`src/rtl/boot_loader_if.sv`:
```
// boot_loader_if
//   Handshake and memory-write bundle between a byte source, the boot loader
//   and the instruction/data memory write port.
//
//   rx_data  [7:0]  byte offered by the source
//   rx_valid        rx_data is valid
//   rx_ready        loader accepts a byte this cycle
//   mem_addr [31:0] memory byte address
//   mem_data [31:0] memory write data
//   mem_wr          one-cycle write strobe per word
//
//   slave  : the loader (consumes bytes, drives the memory port)
//   master : the environment (byte source and memory side)
interface boot_loader_if;
    logic [7:0]  rx_data;
    logic        rx_valid;
    logic        rx_ready;
    logic [31:0] mem_addr;
    logic [31:0] mem_data;
    logic        mem_wr;

    modport master (
        output rx_data, rx_valid,
        input  rx_ready, mem_addr, mem_data, mem_wr
    );

    modport slave (
        input  rx_data, rx_valid,
        output rx_ready, mem_addr, mem_data, mem_wr
    );
endinterface

```
`src/rtl/boot_loader.sv`:
```
// boot_loader
//   Program loader in front of the multicycle CPU. Receives a byte stream
//   (16-bit word count N high byte first, then 4*N big-endian data bytes,
//   then an optional checksum byte), writes each assembled word to memory
//   at BASE_ADDR + 4*index, and holds the CPU in reset until the whole
//   image is written.
//
//   Parameters:
//     BASE_ADDR     byte address of the first word
//     MAX_WORDS     largest accepted word count
//   Ports:
//     clk           system clock, rising edge
//     reset         asynchronous, active-low reset
//     bus           boot_loader_if.slave (rx handshake + memory write port)
//     cpu_reset     active-high reset to the CPU, low only once loaded
//     done          image loaded successfully
//     error         load aborted (count too large or checksum mismatch)
//     words_loaded  words written so far
//
//   Compile option: define BOOT_CHECKSUM_EN to require a trailing checksum
//   byte making the 8-bit sum of every stream byte equal to zero.
module boot_loader #(
    parameter logic [31:0] BASE_ADDR = 32'd0,
    parameter int unsigned MAX_WORDS = 64
) (
    input  logic          clk,
    input  logic          reset,
    boot_loader_if.slave  bus,
    output logic          cpu_reset,
    output logic          done,
    output logic          error,
    output logic [15:0]   words_loaded
);

    typedef enum logic [2:0] {
        HDR_HI,
        HDR_LO,
        DATA,
        WRITE,
`ifdef BOOT_CHECKSUM_EN
        CHK,
`endif
        DONE,
        ERR
    } state_t;

    localparam logic [15:0] MAX_N = 16'(MAX_WORDS);

    // State entered once the final word is written (or N = 0).
`ifdef BOOT_CHECKSUM_EN
    localparam state_t FIN_STATE = CHK;
`else
    localparam state_t FIN_STATE = DONE;
`endif

    state_t      r_state;
    state_t      w_next;
    logic [15:0] r_count;
    logic [23:0] r_shift;
    logic [31:0] r_word;
    logic [1:0]  r_idx;
    logic [15:0] r_words;
    logic        w_ready;
    logic        w_accept;
    logic [15:0] w_hdr_n;
    logic        w_last_word;
`ifdef BOOT_CHECKSUM_EN
    logic [7:0]  r_sum;
    logic [7:0]  w_sum_next;
`endif

    assign w_accept    = bus.rx_valid && w_ready;
    assign w_hdr_n     = {r_count[15:8], bus.rx_data};
    assign w_last_word = (r_words + 16'd1) == r_count;
`ifdef BOOT_CHECKSUM_EN
    assign w_sum_next  = r_sum + bus.rx_data;
`endif

    always_ff @(posedge clk or negedge reset) begin
        if (!reset) begin
            r_state <= HDR_HI;
        end else begin
            r_state <= w_next;
        end
    end

    always_comb begin
        w_next       = r_state;
        w_ready      = 1'b0;
        bus.rx_ready = 1'b0;
        bus.mem_wr   = 1'b0;
        bus.mem_addr = BASE_ADDR + {14'd0, r_words, 2'b00};
        bus.mem_data = r_word;
        done         = 1'b0;
        error        = 1'b0;
        cpu_reset    = 1'b1;
        words_loaded = r_words;

        case (r_state)
            HDR_HI: begin
                w_ready = reset;
                if (w_accept) w_next = HDR_LO;
            end
            HDR_LO: begin
                w_ready = reset;
                if (w_accept) begin
                    if (w_hdr_n > MAX_N)     w_next = ERR;
                    else if (w_hdr_n == '0)  w_next = FIN_STATE;
                    else                     w_next = DATA;
                end
            end
            DATA: begin
                w_ready = reset;
                if (w_accept && r_idx == 2'd3) w_next = WRITE;
            end
            WRITE: begin
                bus.mem_wr = 1'b1;
                w_next     = w_last_word ? FIN_STATE : DATA;
            end
`ifdef BOOT_CHECKSUM_EN
            CHK: begin
                w_ready = reset;
                if (w_accept) w_next = (w_sum_next == '0) ? DONE : ERR;
            end
`endif
            DONE: begin
                done      = 1'b1;
                cpu_reset = 1'b0;
            end
            ERR: begin
                error = 1'b1;
            end
            default: w_next = ERR;
        endcase

        bus.rx_ready = w_ready;
    end

    // First three bytes of a word collect in r_shift; the fourth completes
    // r_word, so mem_data keeps showing the previous word while assembling.
    always_ff @(posedge clk or negedge reset) begin
        if (!reset) begin
            r_count <= '0;
            r_shift <= '0;
            r_word  <= '0;
            r_idx   <= '0;
            r_words <= '0;
`ifdef BOOT_CHECKSUM_EN
            r_sum   <= '0;
`endif
        end else begin
            if (w_accept) begin
`ifdef BOOT_CHECKSUM_EN
                r_sum <= w_sum_next;
`endif
                case (r_state)
                    HDR_HI: r_count[15:8] <= bus.rx_data;
                    HDR_LO: r_count[7:0]  <= bus.rx_data;
                    DATA: begin
                        r_idx <= r_idx + 2'd1;
                        if (r_idx == 2'd3) begin
                            r_word <= {r_shift, bus.rx_data};
                        end else begin
                            r_shift <= {r_shift[15:0], bus.rx_data};
                        end
                    end
                    default: ;
                endcase
            end
            if (r_state == WRITE) begin
                r_words <= r_words + 16'd1;
            end
        end
    end

endmodule

```
`src/flat_wrapper.sv`:
```
// flat-port wrapper written by rule: the top's interface ports become plain ports
module boot_loader_flat 
#(
    parameter logic [31:0] BASE_ADDR = 32'd0,
    parameter int unsigned MAX_WORDS = 64
)
  (clk, reset, cpu_reset, done, error, words_loaded, bus_rx_data, bus_rx_valid, bus_rx_ready, bus_mem_addr, bus_mem_data, bus_mem_wr);
  boot_loader_if bus_i ();
  input  logic clk;
  input  logic reset;
  output logic cpu_reset;
  output logic done;
  output logic error;
  output logic [15:0] words_loaded;
  input wire logic [$bits(bus_i.rx_data)-1:0] bus_rx_data;
  input wire logic [$bits(bus_i.rx_valid)-1:0] bus_rx_valid;
  output wire logic [$bits(bus_i.rx_ready)-1:0] bus_rx_ready;
  output wire logic [$bits(bus_i.mem_addr)-1:0] bus_mem_addr;
  output wire logic [$bits(bus_i.mem_data)-1:0] bus_mem_data;
  output wire logic [$bits(bus_i.mem_wr)-1:0] bus_mem_wr;
  assign bus_i.rx_data = bus_rx_data;
  assign bus_i.rx_valid = bus_rx_valid;
  assign bus_rx_ready = bus_i.rx_ready;
  assign bus_mem_addr = bus_i.mem_addr;
  assign bus_mem_data = bus_i.mem_data;
  assign bus_mem_wr = bus_i.mem_wr;
  boot_loader #(.BASE_ADDR(BASE_ADDR), .MAX_WORDS(MAX_WORDS)) u_core (.clk(clk), .reset(reset), .bus(bus_i), .cpu_reset(cpu_reset), .done(done), .error(error), .words_loaded(words_loaded));
endmodule
```
`config.mk`:
```
export PLATFORM = sky130hd
export DESIGN_NAME = boot_loader_flat
export DESIGN_NICKNAME = d
export VERILOG_FILES = /design/src/rtl/boot_loader_if.sv /design/src/rtl/boot_loader.sv /design/src/flat_wrapper.sv
export SDC_FILE = /design/constraint.sdc
export NUM_CORES = 1
export LEC_CHECK = 0
export ABC_AREA = 1
export CAP_MARGIN = 20
export CORE_MARGIN = 2
export CORE_UTILIZATION = 47
export DETAILED_ROUTE_END_ITERATION = 10
export GPL_ROUTABILITY_DRIVEN = 0
export PLACE_DENSITY = 0.85
export SLEW_MARGIN = 20
export SYNTH_ARGS = -nofsm -noshare
export SYNTH_HDL_FRONTEND = slang
export SYNTH_SLANG_ARGS = --single-unit
export TNS_END_PERCENT = 50
```
`constraint.sdc`:
```
create_clock -name clk -period 1.9 [get_ports clk]
set_input_delay 0.19 -clock clk [delete_from_list [all_inputs] [get_ports clk]]
set_output_delay 0.19 -clock clk [all_outputs]
set_load 0.05 [all_outputs]
```
==> results.md <==
- Clk pwr share: 0.417
- Core region area: 0.00968 mm²
- Leak Pwr: 2.89 nW
- Number of synthesis warnings: 0
- P_int: 2.80 mW
- Routed vias/inst: 5.24
- Initial Utilization: 0.481
- CP startpoint: u_core.words_loaded[1]
- Reg2Reg Capture Point: u_core.r_state[1]
- Pre-antenna DRT Iters: 5
- Clock root buffer: clkbuf_8
- Worst-path clk slew: 0.10 ns
- Final hold violation count: 0
- DR vias: 4131
- Pwr dens: 614 mW/mm²
- First-pass GRT wire length: 18.3 mm
- Clk sinks: 93
- Total GRT Usage: 0.208
- Share of cells above drive strength 1: 0.162
- Slowest-stage cell, CP: dfrtp_2
- Clk buf depth: 2
- Wl on met1: 4.83 mm
- Required time worst endpoint: 2.15 ns
- Die Height: 104 µm
- CP arrival: 2.24 ns
- Largest stage delay, worst path: 0.49 ns
- Clk_lat worst skew: 0.36 ns
- Final setup viols: 2
- Switch share: 0.237
- Setup WS post-layout: -0.0989 ns
- Antenna Cells: 0
- Worst Max-Slew Pin Slew: 0.519 ns
- Cell chain of the critical path: buf_6, buf_12, nand3_4, nor2_4, buf_4, buf_4, nand4_1, nand3_1, nand2_1, nand2_2, nor2_4, nand3_2, nand2_2, nand2_1, nand2_1, nand2_1
- # fillers: 814
- Kind of critical path: reg2reg
- Width of the die: 104 µm
- Worst flop-to-flop path startpoint: u_core.words_loaded[1]
- Comb pwr share: 0.043
- Number of buffers created by CTS: 9
- CP endpoint kind: register
- Drt total wl: 11.7 mm
- Placed cell areas: 0.00549 mm²
- FP Rows: 36
- Largest net degree at the start of global routing: 94
- Final Slew Violations: 0
- DRC Markers: 0
- Post-Syn Area: 0.00466 mm²
- I/O Buffers: 79
- Wire per inst: 14.8 µm
- NetSw: 868 µW
- Crit-path max FO: 5
- Met2 WL: 5.62 mm
- Final total power: 3.66 mW
- Fin crit share: 1.05
- Startpoint Class: register
- Max_slew headroom: 0.653
- Initial antenna violation count: 0
- Status: finished with violations
- Number of global-route vias before repair: 3789
- MaxCap Viol Count: 0
- Top-Level Pins: 96
- Maximum clock frequency: 500 MHz
- Count of cell types in the netlist: 31
- Sequential Power Share: 0.540
- Register bit count reported by yosys: 93
- RSZ-0062 raised after global routing: yes
- VDD IR max: 0.000409 V
- Commonest non-fill, non-tap cell in the layout: nand2_1
- Failing checks: negative setup slack
- Reg-to-reg slack, setup: -0.1 ns
- Fin crit period: 2.00 ns
- # H-tree levels: 3
- FF-to-FF path depth: 16
- Dpl hpwl: 7.90 mm
- CP dominant cell by count: nand2_1
- DR iter-0 viols: 293
- Highest metal used: met4
- Most frequent cells in the layout: 124 x nand2_1, 82 x dfrtp_1, 62 x inv_1
- Grt ovf: 0
- Final #Nets: 665
- Area grow syn2layout: 28.1%
- Met3 Routed Length: 839 µm
- Seq/Total Area, Yosys: 0.499
- Final Skew: 0.00935 ns
- DIE AREA: 0.0107 mm²
- Mean Syn Cell Area: 8.13 µm²
- Detail Route Antenna Nets: 0
- Pre-CTS WS: -0.0640 ns
- Final instance area: 0.00597 mm²
- Class of the worst hold path: in2async
- TritonCTS clock tree: yes
- Post-synthesis cell count: 573
- Setup TNS: -0.163 ns
layer usage:
metal	up-vias	GRT usage
met1	1947	0.278
met5	-	0
met2	207	0.337
met3	44	0.0434
li1	1933	-
met4	0	0.0763
power groups by stage:
stage / clock [mW] / combinational, mW / sequential, mW
2_1_floorplan: 0 / 0.105 / 2.02
3_5_place_dp: 0 / 0.160 / 2.02
4_1_cts: 1.54 / 0.162 / 1.98
5_1_grt: 1.64 / 0.173 / 1.98
3_3_place_gp: 0 / 0.159 / 2.02
6_report: 1.53 / 0.159 / 1.98
cells by family after synthesis:
group,count (synthesis),share of synthesized area
fa+ha+maj,3,0.00806
buf+inv,114,0.123
mux,1,0.00242
compound gates,95,0.106
simple gates,260,0.249
flops,93,0.499
xor+xnor,6,0.0113
other cells,1,0.000805
registers in the layout (all words and copies together), names as in the netlist:
signal	flops
u_core.r_shift	24
u_core.bus.mem_data	32
u_core.r_state	3
u_core.words_loaded	16
u_core.r_idx	2
u_core.r_count	16
per-stage QoR:
step | instances | hold slack, ns | utilization
floorplan | 588 | -0.106 | -
global placement | 763 | 0.319 | 0.567
detailed placement | 763 | 0.323 | 0.567
CTS | 781 | 0.463 | 0.594
global route | 789 | 0.481 | 0.616
finish | 789 | 0.438 | 0.616
synth_stat cells:
master,number,share of area
nand2_4,1,0.0024
inv_1,63,0.051
o21bai_4,1,0.0040
nor2_2,8,0.011
nor2_4,3,0.0072
nand3_1,31,0.033
ha_1,3,0.0081
a21oi_1,34,0.037
nand2_1,134,0.11
inv_2,3,0.0024
and3_1,1,0.0013
nand3b_1,6,0.0097
xor2_1,3,0.0056
mux2_2,1,0.0024
nor2_1,54,0.044
o31ai_1,1,0.0016
or2_2,1,0.0013
nand3_2,1,0.0021
buf_2,5,0.0054
nand4_1,13,0.017
o21ai_0,50,0.054
clkbuf_1,6,0.0048
a31oi_1,2,0.0027
dfrtp_1,93,0.50
conb_1,1,0.00080
nor3_1,2,0.0021
o21ai_1,7,0.0075
nor2_8,1,0.0043
buf_4,37,0.060
nand2_2,4,0.0054
xnor2_1,3,0.0056
layout make-up:
type / count / area, µm² / share of cell area
Clock buffer: 10 / 138 / 0.0231
Clock inverter: 6 / 93.8 / 0.0157
Inverter: 66 / 248 / 0.0415
Multi-Input combinational cell: 381 / 1960 / 0.329
Sequential cell: 93 / 2340 / 0.393
Tap cell: 133 / 166 / 0.0279
Timing Repair Buffer: 100 / 1010 / 0.170
worst max path at each step:
| stage | end | depth (start not counted) | slack, ns |
|---|---|---|---|
| after floorplan | u_core.r_state[1] | 14 | 0.007 |
| after global placement | u_core.r_state[1] | 11 | 0.04 |
| after detailed placement | u_core.r_state[1] | 14 | -0.06 |
| after CTS | u_core.r_state[1] | 14 | -0.006 |
| after global routing | u_core.r_state[1] | 14 | -0.19 |
| final | u_core.r_state[1] | 16 | -0.1 |
what timing repair did:
action / 4_1_cts / 5_1_grt
gates cloned: 0 / 0
hold buffers: 1 / 0
endpoints found under the hold margin: 93 / 0
setup endpoints to repair: 8 / 19
buffers inserted: 1 / 8
pin swaps: 0 / 16
gates resized for setup: 10 / 40
worst max-delay path: cells and delay by family, from the launching register on:
family / cells / cell delay [ns]
buffers and inverters: 4 / 0.53
DFF: 1 / 0.49
and+or+nand+nor: 12 / 0.86
No activity file was read; power rests on OpenSTA's default activity.
